==> src/rtl/mult_share_arbiter.sv <==
// mult_share_arbiter
//   Shares one sequential unsigned shift-add multiplier among NREQ requesters.
//   A round-robin scan picks a requester, latches its operands, pulses the
//   multiplier load, waits out the multiplier latency plus one settle cycle,
//   captures the product and hands it back with the requester index over a
//   valid/ready result handshake.
//
// Ports
//   clk, rst     clock (rising edge) and synchronous active-high reset
//   req          per-requester level request, held until its gnt bit
//   a_in, b_in   packed operands, requester i at [i*W +: W]
//   gnt          one-hot, one-cycle grant when operands are taken
//   busy         high whenever the FSM is not idle
//   mul_load     one-cycle load pulse to the multiplier
//   mul_a, mul_b operands latched for the multiplier, stable per operation
//   mul_product  multiplier result (2W+1 bits)
//   res_valid / res_ready / res_id / res_data   result handshake
module mult_share_arbiter #(
  parameter int NREQ = 4,
  parameter int W    = 6,
  parameter int LAT  = 6
) (
  input  logic              clk,
  input  logic              rst,
  input  logic [NREQ-1:0]   req,
  input  logic [NREQ*W-1:0] a_in,
  input  logic [NREQ*W-1:0] b_in,
  output logic [NREQ-1:0]   gnt,
  output logic              busy,
  output logic              mul_load,
  output logic [W-1:0]      mul_a,
  output logic [W-1:0]      mul_b,
  input  logic [2*W:0]      mul_product,
  output logic              res_valid,
  input  logic              res_ready,
  output logic [1:0]        res_id,
  output logic [2*W:0]      res_data
);

  localparam int ID_W  = 2;
  localparam int CNT_W = $clog2(LAT + 1);
  localparam logic [CNT_W-1:0] LAT_C = CNT_W'(LAT);

  typedef enum logic [1:0] {IDLE, LOAD, RUN, DONE} state_t;

  state_t           state, state_nxt;
  logic [ID_W-1:0]  ptr;
  logic [ID_W-1:0]  sel;
  logic [CNT_W-1:0] cnt;

  logic [ID_W-1:0]  win;
  logic             win_found;
  logic [ID_W-1:0]  ptr_inc;

  // Round-robin scan: first set request starting at ptr, wrapping at NREQ.
  always_comb begin
    int idx;
    win       = '0;
    win_found = 1'b0;
    idx       = 0;
    for (int k = 0; k < NREQ; k++) begin
      idx = int'(ptr) + k;
      if (idx >= NREQ) idx = idx - NREQ;
      if (!win_found && req[idx]) begin
        win       = ID_W'(idx);
        win_found = 1'b1;
      end
    end
  end

  assign ptr_inc = (int'(sel) == NREQ - 1) ? '0 : sel + ID_W'(1);

  // State register and datapath registers
  always_ff @(posedge clk) begin
    if (rst) begin
      state     <= IDLE;
      ptr       <= '0;
      sel       <= '0;
      cnt       <= '0;
      mul_a     <= '0;
      mul_b     <= '0;
      res_valid <= 1'b0;
      res_id    <= '0;
      res_data  <= '0;
    end else begin
      state <= state_nxt;
      case (state)
        IDLE: begin
          // Operands are captured on the way into LOAD so the multiplier sees
          // them stable during the load pulse and for the whole operation.
          if (win_found) begin
            sel   <= win;
            mul_a <= a_in[int'(win)*W +: W];
            mul_b <= b_in[int'(win)*W +: W];
          end
        end
        LOAD: cnt <= '0;
        RUN: begin
          cnt <= cnt + CNT_W'(1);
          // LAT iterations plus one settle cycle before sampling the product.
          if (cnt == LAT_C) begin
            res_data  <= mul_product;
            res_id    <= sel;
            res_valid <= 1'b1;
          end
        end
        DONE: begin
          if (res_ready) begin
            res_valid <= 1'b0;
            ptr       <= ptr_inc;
          end
        end
        default: ;
      endcase
    end
  end

  // Next-state logic
  always_comb begin
    state_nxt = state;
    case (state)
      IDLE:    if (win_found) state_nxt = LOAD;
      LOAD:    state_nxt = RUN;
      RUN:     if (cnt == LAT_C) state_nxt = DONE;
      DONE:    if (res_ready) state_nxt = IDLE;
      default: state_nxt = IDLE;
    endcase
  end

  // Outputs decoded from state
  always_comb begin
    gnt      = '0;
    mul_load = 1'b0;
    busy     = (state != IDLE);
    if (state == LOAD) begin
      gnt[sel] = 1'b1;
      mul_load = 1'b1;
    end
  end

endmodule

==> config.mk <==
export PLATFORM = sky130hd
export DESIGN_NAME = mult_share_arbiter
export DESIGN_NICKNAME = d
export VERILOG_FILES = /design/src/rtl/mult_share_arbiter.sv
export SDC_FILE = /design/constraint.sdc
export NUM_CORES = 1
export LEC_CHECK = 0
export ABC_AREA = 1
export BUFFER_PORTS_ARGS = -buffer_cell sky130_fd_sc_hd__buf_2
export CORE_ASPECT_RATIO = 0.7
export CORE_UTILIZATION = 49
export CTS_CLUSTER_SIZE = 28
export DETAILED_ROUTE_END_ITERATION = 10
export PLACE_DENSITY = 0.81
export SYNTH_ARGS = -nofsm -noshare
export SYNTH_HDL_FRONTEND = slang
export SYNTH_SLANG_ARGS = --single-unit
export TNS_END_PERCENT = 100
==> constraint.sdc <==
create_clock -name clk -period 2.5 [get_ports clk]
set_input_delay 0.25 -clock clk [delete_from_list [all_inputs] [get_ports clk]]
set_output_delay 0.25 -clock clk [all_outputs]
set_load 0.02 [all_outputs]
==> results.txt <==
- TritonCTS clock tree: done
* Number of diodes: 0
* # DRC: 0
* Width of the die: around 87 um
- Average wire per standard cell: about 11 um
* Floorplan Core Area: slightly below 5000 sq um
* Register bit total from synthesis: 37
- Distinct cell type count after synthesis: 24
- During I/O placement, the number of pins put on the boundary was 102.
- Detail Placement HPWL: roughly 4600 um
* Portion of synthesized cell area occupied by the leading cell type: 29.8%
- Most frequent cells after synthesis: inv_1 (84), nand2_1 (79), nor2_1 (55), nand3_1 (42), dfxtp_1 (37)
- Number of buffers inserted by hold repair at cts: 0
- Minimum period implied by the final worst setup slack: approximately 2100 ps
- Hold_ws: between 150 and 200 ps
- The clock net in this run drives a total of 37 sinks.
- The number of max-slew violations in the final report is 0.
- The first global-routing pass estimated slightly above 10000 um of wire.
- Crit path max fanout: 14
* Layout overhead on the synthesized area: 24.5%
* Critical path data required time: 2730 ps
- Global routing finished with a remaining overflow of 0.
- Number of instances resized during post-cts repair: 0
* Later-pin clock latency in the skew report: approximately 290 ps
- Count of nets after finishing: 577
* Peak Freq: between 400 and 500 MHz
* Mean instance size in the synthesized netlist: between 6 and 7 sq um
- Counting every instance in the synthesized netlist gives about 400.
* Height of the die: around 60 um
- The initial antenna violation count was 0.
* Element type at the critical path end: flip-flop
* Pre-antenna DRT Iters: 5
- Post-route fraction of the period consumed by the critical path: between 80% and 90%
- The count of endpoints failing hold in the final timing report was 0.
* Standard-cell rows: 21
* Detailed Route WL: 6120 um
- Total track usage: 24.2%
- CTS Buffer Depth: 2
- Initial standard-cell utilization of the core: 51.5%
* Relative max-transition margin: 61.6%
* Top cell type by total area after synthesis: dfxtp_1
* Number of fill cells: 511
- Counting flops with a built-in enable in the synthesized netlist gives 0.
- Worst Skew: 7.14 ps
* Type of the worst setup path: reg2reg
* CTS H-tree depth: 2
* Via density: 4.93
* Cell at the root of the clock tree: clkbuf_8
* Unrepaired setup endpoints after global routing: false
- Maximum resistive drop on vdd: about 0.00064 V
- Cell Pwr Density: around 860 nW/um^2
- The final route contains 2805 vias.
- Run status: finished, final reports clean
- The min-delay analysis places its worst path in the category in2reg.
- TritonCTS Buffers: 5
* Via count of the first global-routing pass: about 2500
- Kind of start point of the critical path: flip-flop
- Total of buffers placed on input and output ports: 101
- Entering global routing, the biggest net connects 27 pins.
- Count leader, synth: inv_1
- Total negative slack: 0 ps
- Dominant cells by area after synthesis: dfxtp_1 (30%), inv_1 (13%), nand2_1 (12%), nand3_1 (8.4%), nor2_1 (8.3%)
- The die covers roughly 5400 sq um.
* Setup violation total in the final timing report: 0
- In the synthesized netlist the dominant register cell turns out to be dfxtp_1.
- At the end of routability-driven placement, the weighted congestion stood at roughly 0.94.
* Final ANT Viol Nets: 0
- DRC violation total after the first TritonRoute iteration: about 120
* Total setup buffers inserted after CTS: 0
- When the netlist entered floorplanning its net count stood at roughly 480.
- Of the synthesized area, sequential elements account for between 20% and 30%.
* Synthesis warning total: 0
- The cell area that synthesis handed to floorplanning was approximately 2500 sq um.
- Leakage: about 0.0019 uW
- Max-cap check violation count: 0
* Arrival time at the worst endpoint: between 2000 and 2500 ps
- Fraction of layout cells with a size suffix above 1: around 25%
- For the pin with the worst max-slew slack, the measured transition is around 570 ps.
- Clock transition at path regs: roughly 70 ps
- In the synthesized netlist the async set-or-reset flop fraction comes to 0%.
[worst max-delay path: stages (launching register included)]
cell     delay, ps
dfxtp_1        550
inv_4          110
nand2_1         80
nand2_1        100
nand2_1         90
nand2_1         80
nor2_4         140
nand3_1         80
nand3_1         90
nand2_2        180
inv_2          240
nand3_1        100
nand3_1        100
nand2_1         60
inv_1           50
[layout by cell type, fill, tap and decap left out, drive strengths merged, types with 7 or more instances in the layout]
cell	count
nand3	45
buf	105
o21ai	27
nor2	56
clkbuf	7
nand4	25
a21oi	10
nand2	84
ha	10
inv	89
dfxtp	37
[per-layer routing]
metal | wire length, um | track usage [%] | part of all wire [%]
met4 | 34 | 7.73 | 0.56
met5 | 0 | 0 | 0
met2 | 2790 | 42.7 | 46
met1 | 2910 | 30.3 | 48
met3 | 377 | 4.83 | 6.2
[registers in the layout, indices dropped and copies added (netlist names)]
register   cells
mul_a          6
cnt            3
res_id         2
res_data      13
state          2
ptr            2
mul_b          6
res_valid      1
sel            2
[worst paths after layout]
check,startpoint,end,slack (ps),cells after the start
worst max-delay path,ptr[0],mul_b[0],400,14
worst min-delay path,mul_product[3],res_data[3],190,3
worst max register to register,ptr[0],mul_b[0],400,14
worst min register to register,res_valid,res_valid,480,2
[stage by stage]
stage	util, %	power (uW)	area (sq um)	setup WS, ps	std cells
5_1_grt	64.1	2880	3100	134	569
3_5_place_dp	62.0	2190	3000	455	561
6_report	64.1	2650	3100	405	569
4_1_cts	64.1	2650	3100	433	569
2_1_floorplan	-	1880	2490	727	406
3_3_place_gp	62.0	2160	3000	529	561
[area by class of cell]
class	instances	area [sq um]	share of cell area, %
inverters	89	337	10.9
well taps	69	86.3	2.79
clock inverters	1	5.00	0.161
clock buffers	7	96.3	3.11
flip-flops and latches	37	741	23.9
multi-input cells	261	1300	41.9
repair buffers	105	536	17.3
[power by group]
part / leakage, uW / switching, uW / internal [uW]
clock: 0.0000542 / 210 / 249
combinational: 0.00154 / 907 / 460
sequential: 0.000302 / 97.9 / 726
total: 0.00189 / 1210 / 1440
[logic make-up (layout without fill, tap and decap cells)]
kind of cell | Yosys count | in the layout | synth area share, %
buffers and inverters | 108 | 202 | 18.0
AOI/OAI and AO/OA | 40 | 40 | 8.50
DFF | 37 | 37 | 29.8
and+or+nand+nor | 211 | 211 | 38.7
adders and majority gates | 10 | 10 | 5.03
Note: power is estimated with default switching activity, not from simulation.
